## src/rtl/func_hdl_ostream_buf.sv

```systemverilog
// func_hdl_ostream_buf: output-side stream buffer between func_hdl_top's master port and the
// write-DMA AXI-stream master. Buffers beats in a FIFO, frames a run of xfer_len beats with
// m_tlast on the final one and pulses done once that beat has handshaked.
//
// Optional feature: define TY_OSTALL_CNT_EN to add the stall_cnt port, a saturating count of
// RUN cycles in which a beat was offered to the DMA but not taken.
module func_hdl_ostream_buf #(
  parameter int unsigned C_DATA_WIDTH = 128,
  parameter int unsigned DEPTH        = 16,
  parameter int unsigned LENW         = 32
) (
  input  logic                    aclk,
  input  logic                    areset_n,
  input  logic                    start,
  input  logic [LENW-1:0]         xfer_len,
  output logic                    busy,
  output logic                    done,
  input  logic                    s_tvalid,
  input  logic [C_DATA_WIDTH-1:0] s_tdata,
  output logic                    s_tready,
  output logic                    m_tvalid,
  output logic [C_DATA_WIDTH-1:0] m_tdata,
  output logic                    m_tlast,
  input  logic                    m_tready
`ifdef TY_OSTALL_CNT_EN
  ,
  output logic [31:0]             stall_cnt
`endif
);

  localparam int unsigned AW   = $clog2(DEPTH);
  localparam int unsigned PtrW = AW + 1;

  typedef enum logic [1:0] {
    StIdle,
    StRun,
    StDone
  } state_e;

  state_e                  state_q;
  logic                    busy_q;
  logic                    done_q;
  logic [LENW-1:0]         len_q;
  logic [LENW-1:0]         in_cnt_q;
  logic [LENW-1:0]         out_cnt_q;

  // FIFO storage and pointers; the extra pointer MSB distinguishes full from empty.
  logic [C_DATA_WIDTH-1:0] mem_q [DEPTH];
  logic [PtrW-1:0]         wr_ptr_q;
  logic [PtrW-1:0]         rd_ptr_q;
  logic [PtrW-1:0]         fifo_cnt;
  logic [AW-1:0]           rd_idx_nxt;
  logic                    fifo_full;
  logic                    fifo_empty;

  // Output register holds a copy of the FIFO head; the entry is only retired on handshake,
  // so the displayed beat still occupies a FIFO slot.
  logic                    out_valid_q;
  logic [C_DATA_WIDTH-1:0] out_data_q;

  logic                    push;
  logic                    pop;
  logic                    last_beat;
  logic                    start_ok;

  // Status decode from registered state only.
  always_comb begin
    fifo_empty = (wr_ptr_q == rd_ptr_q);
    fifo_full  = (wr_ptr_q[AW] != rd_ptr_q[AW]) &&
                 (wr_ptr_q[AW-1:0] == rd_ptr_q[AW-1:0]);
    fifo_cnt   = wr_ptr_q - rd_ptr_q;
    rd_idx_nxt = rd_ptr_q[AW-1:0] + AW'(1);
    s_tready   = (state_q == StRun) && !fifo_full && (in_cnt_q < len_q);
    push       = s_tvalid && s_tready;
    pop        = out_valid_q && m_tready;
    last_beat  = (out_cnt_q == len_q - LENW'(1));
    start_ok   = start && (state_q == StIdle);
  end

  assign busy     = busy_q;
  assign done     = done_q;
  assign m_tvalid = out_valid_q;
  assign m_tdata  = out_data_q;
  assign m_tlast  = out_valid_q && last_beat;

  // Transfer FSM with registered busy/done and the beat counters.
  always_ff @(posedge aclk or negedge areset_n) begin
    if (!areset_n) begin
      state_q   <= StIdle;
      busy_q    <= 1'b0;
      done_q    <= 1'b0;
      len_q     <= '0;
      in_cnt_q  <= '0;
      out_cnt_q <= '0;
    end else begin
      done_q <= 1'b0;
      unique case (state_q)
        StIdle: begin
          if (start_ok) begin
            len_q     <= xfer_len;
            in_cnt_q  <= '0;
            out_cnt_q <= '0;
            busy_q    <= 1'b1;
            if (xfer_len != '0) begin
              state_q <= StRun;
            end else begin
              // Empty transfer: no beats, straight to the done pulse.
              state_q <= StDone;
              done_q  <= 1'b1;
            end
          end
        end
        StRun: begin
          if (push) begin
            in_cnt_q <= in_cnt_q + LENW'(1);
          end
          if (pop) begin
            out_cnt_q <= out_cnt_q + LENW'(1);
            if (last_beat) begin
              state_q <= StDone;
              done_q  <= 1'b1;
            end
          end
        end
        StDone: begin
          state_q <= StIdle;
          busy_q  <= 1'b0;
        end
        default: begin
          state_q <= StIdle;
          busy_q  <= 1'b0;
        end
      endcase
    end
  end

  // Write pointer advances on every accepted upstream beat.
  always_ff @(posedge aclk or negedge areset_n) begin
    if (!areset_n) begin
      wr_ptr_q <= '0;
    end else if (push) begin
      wr_ptr_q <= wr_ptr_q + PtrW'(1);
    end
  end

  // FIFO storage needs no reset; the pointers define what is valid.
  always_ff @(posedge aclk) begin
    if (push) begin
      mem_q[wr_ptr_q[AW-1:0]] <= s_tdata;
    end
  end

  // Registered FWFT output stage: on handshake prefetch the next entry if one is already
  // stored, otherwise go idle and load the head on a later cycle.
  always_ff @(posedge aclk or negedge areset_n) begin
    if (!areset_n) begin
      rd_ptr_q    <= '0;
      out_valid_q <= 1'b0;
      out_data_q  <= '0;
    end else if (pop) begin
      rd_ptr_q <= rd_ptr_q + PtrW'(1);
      if (fifo_cnt > PtrW'(1)) begin
        out_data_q <= mem_q[rd_idx_nxt];
      end else begin
        out_valid_q <= 1'b0;
      end
    end else if (!out_valid_q && !fifo_empty) begin
      out_data_q  <= mem_q[rd_ptr_q[AW-1:0]];
      out_valid_q <= 1'b1;
    end
  end

`ifdef TY_OSTALL_CNT_EN
  logic [31:0] stall_q;

  // Saturating DMA backpressure counter; held after the transfer for software readback.
  always_ff @(posedge aclk or negedge areset_n) begin
    if (!areset_n) begin
      stall_q <= '0;
    end else if (start_ok) begin
      stall_q <= '0;
    end else if ((state_q == StRun) && out_valid_q && !m_tready && (stall_q != '1)) begin
      stall_q <= stall_q + 32'd1;
    end
  end

  assign stall_cnt = stall_q;
`endif

endmodule

```

## config.mk

```make
export PLATFORM = sky130hd
export DESIGN_NAME = func_hdl_ostream_buf
export DESIGN_NICKNAME = d
export VERILOG_FILES = /design/src/rtl/func_hdl_ostream_buf.sv
export SDC_FILE = /design/constraint.sdc
export NUM_CORES = 2
export LEC_CHECK = 0
export BUFFER_PORTS_ARGS = -buffer_cell sky130_fd_sc_hd__buf_4
export CORE_MARGIN = 4
export CORE_UTILIZATION = 23
export CTS_BUF_LIST = sky130_fd_sc_hd__clkbuf_8 sky130_fd_sc_hd__clkbuf_16
export DETAILED_ROUTE_END_ITERATION = 6
export PLACE_DENSITY = 0.45
export RECOVER_POWER = 50
export SETUP_SLACK_MARGIN = 0.4
export SYNTH_ARGS = -nofsm -noshare
export SYNTH_HDL_FRONTEND = slang
export SYNTH_SLANG_ARGS = --single-unit
```

## constraint.sdc

```tcl
create_clock -name aclk -period 25.5 [get_ports aclk]
set_clock_uncertainty 0.15 [all_clocks]
set_input_delay 1.275 -clock aclk [delete_from_list [all_inputs] [get_ports aclk]]
set_output_delay 1.275 -clock aclk [all_outputs]
set_load 0.005 [all_outputs]
```

==> impl_metrics.json <==
{
  "dp_hpwl_um": 186000,
  "vias_per_cell": 4.73,
  "root_buffer": "clkbuf_16",
  "ys.flop_type": "edfxtp_1",
  "drc": 0,
  "slowest_delay_ps": 2650,
  "yosysUniqueCellTypes": 68,
  "drive_gt1_frac": 0.301,
  "power.density_nw_per_um2": 125,
  "synthArstFlopShare": 0.105,
  "finalSetupViolCount": 0,
  "die_x_um": 685,
  "vias": 58979,
  "rsz0062_at_grt": "no",
  "worstSetupEndpointType": "async pin",
  "cts_tree": "built",
  "cts_hold_buffers": 0,
  "drv_slew": 451,
  "synth_area_leaders": "edfxtp_1, mux4_2, dfrtp_1",
  "synth_nets": 6014,
  "wl_per_cell_um": 26.6,
  "path_class": "input pin to async pin",
  "cp_top_family": "buffers and inverters",
  "cp_common_cell": "clkbuf_1",
  "p_leak_uw": 0.0402,
  "numPortBuffers": 297,
  "fillerInstances": 45775,
  "vdd_drop_max_v": 0.000170,
  "area_delta_synth_final_pct": 17.2,
  "clk_latency_ps": 910,
  "h-tree-depth": 5,
  "numCtsBuffers": 277,
  "violations": "capacitance limit, slew limit",
  "synth_seq_cells": 2287,
  "arrival_ps": 8290,
  "fmax_mhz": 124,
  "multi_input_area_um2": 36300,
  "tns_ps": 0,
  "final_nets": 6305,
  "yosysTopAreaCell": "edfxtp_1",
  "outcome": "finished with violations",
  "core_um2": 456000,
  "worst_pin_slew_ps": 4420,
  "io-pin-count": 298,
  "dr.pass1.iters": 5,
  "initial_utilization": 0.231,
  "hold_slack_ps": 338,
  "startpoint_type": "input pin",
  "cp.required_ps": 25730,
  "drv_cap": 10,
  "grt_pass1_vias": 62534,
  "worstPathBufferInverterCount": 3,
  "fin_crit_sh": 0.316,
  "grt_pass1_wl_um": 474000,
  "die_h_um": 685,
  "die_area_um2": 469000,
  "antenna_found_initial": 84,
  "regArea_um2": 67500,
  "postRouteAntennaNets": 0,
  "yosysWarnings": 0,
  "hp-class": "flip-flop to flip-flop",
  "grt.total_usage": 0.138,
  "synth_edf_count": 2048,
  "routed_wl_um": 332000,
  "synth_seq_area_share": 0.640,
  "cts_setup_buffers": 0,
  "slew_headroom": -1.95,
  "grt_max_degree": 125,
  "gp_congestion": 0.759,
  "hold_violations": 0,
  "crit_fanout": 63,
  "drt_iter0_drc": 4733,
  "path_cells": "clkbuf_1 > clkbuf_1 > clkbuf_1",
  "cts_sinks": 2287,
  "cts_resized": 0,
  "clockBufferDepth": 4,
  "cp_slowest_cell": "clkbuf_1",
  "syn_area_per_cell_um2": 18.2,
  "syn_inst": 5805,
  "syn-cell-area_um2": 105000,
  "row_count": 248,
  "grt_overflow": 0,
  "netlist.area_leader.share": 0.584,
  "clk_pin_slew_ps": 50,
  "finalCriticalPeriod_ps": 8060
}
metrics by stage:
| stage | cell area, µm² | setup slack [ps] | total power [µW] | std cells | utilization |
|---|---|---|---|---|---|
| final | 124000 | 17440 | 15400 | 12470 | 0.271 |
| after global routing | 123000 | 15830 | 16300 | 12453 | 0.271 |
| after CTS | 124000 | 18720 | 15800 | 12445 | 0.272 |
| after detailed placement | 115000 | 18710 | 11800 | 11942 | 0.252 |
| after global placement | 115000 | 18790 | 11800 | 11942 | 0.252 |
| after floorplan | 105000 | 12110 | 9560 | 5805 | - |
sequential cells by signal, summed over array words and instances (netlist names), 2 cells and up:
signal / flops
state_q: 2
mem_q: 2048
wr_ptr_q: 5
len_q: 32
m_tdata: 128
in_cnt_q: 32
out_cnt_q: 32
rd_ptr_q: 5
area by class of cell:
class | count | area share
sequential | 2287 | 0.546
multi-input combinational | 3049 | 0.294
tap | 6125 | 0.0620
clock buffer | 299 | 0.0592
timing repair buffer | 427 | 0.0232
clock inverter | 204 | 0.0128
inverter | 54 | 0.00170
antenna | 25 | 0.000506
worst reg2reg max path, stage by stage, from the launching register on:
cell and delay (ps):
dfrtp_1 560, nand2_1 1090, clkbuf_1 2580, nand2_4 1420, o22ai_1 770, or3_1 440, mux2_2 230
logic make-up after synthesis:
logic type      Yosys count  synth area share
mux                    1365             0.257
buf+inv                 469            0.0172
fa+ha+maj                44           0.00529
compound gates          330            0.0198
simple gates           1202            0.0518
flops                  2287             0.640
xor+xnor                108           0.00897
cells in the final DEF, fill, tap and decap left out, types with 48 or more instances in the layout:
cell type	count
mux2i_1	187
mux2_2	120
mux4_2	1058
and3_1	63
inv_1	118
nand3_1	222
nor2_1	72
o22ai_1	48
clkbuf_16	284
a21oi_1	117
o21ai_0	57
xor2_1	64
nand2_1	662
clkbuf_1	139
dfrtp_1	235
buf_4	264
edfxtp_1	2048
cells in the mapped netlist, drive strengths merged, types with 6 or more instances:
cell type,count
edfxtp,2048
nand4,40
o21ai,57
xnor2,43
or3,37
and4,7
ha,43
inv,54
nor3,20
mux4,1058
mux2,120
a221oi,23
xor2,65
dfrtp,239
and3,63
nor4,22
o22ai,48
nand2b,6
a21oi,118
and2,10
nor2,86
clkbuf,234
a32oi,41
a21o,11
mux2i,187
nand2,666
buf,181
nand3,222
path summary, 6_finish.rpt:
kind                             startpoint            end  slack, ps  cells after the start
worst max-delay path               areset_n    m_tdata[63]      17440                      3
max in group aclk                  m_tvalid    m_tdata[14]      18200                      6
worst min register to register  rd_ptr_q[4]    rd_ptr_q[4]        340                      1
min in group asynchronous          areset_n  out_cnt_q[11]       1270                      1
worst min-delay path            rd_ptr_q[4]    rd_ptr_q[4]        340                      1
worst max register to register     m_tvalid    m_tdata[14]      18200                      6
report_power, final:
group,switching (µW),internal [µW],total [µW]
Sequential,273,4570,4840
Clock,1600,2290,3890
Combinational,3610,3060,6670
per-layer routing:
layer  track usage  vias up  share of wire
met5             0        -        0.00083
met4        0.0311       46          0.022
met3        0.0333      486          0.071
met2         0.226     1718           0.48
met1         0.184    32145           0.43
li1              -    24584              -
Power figures use the tool's default switching activity.
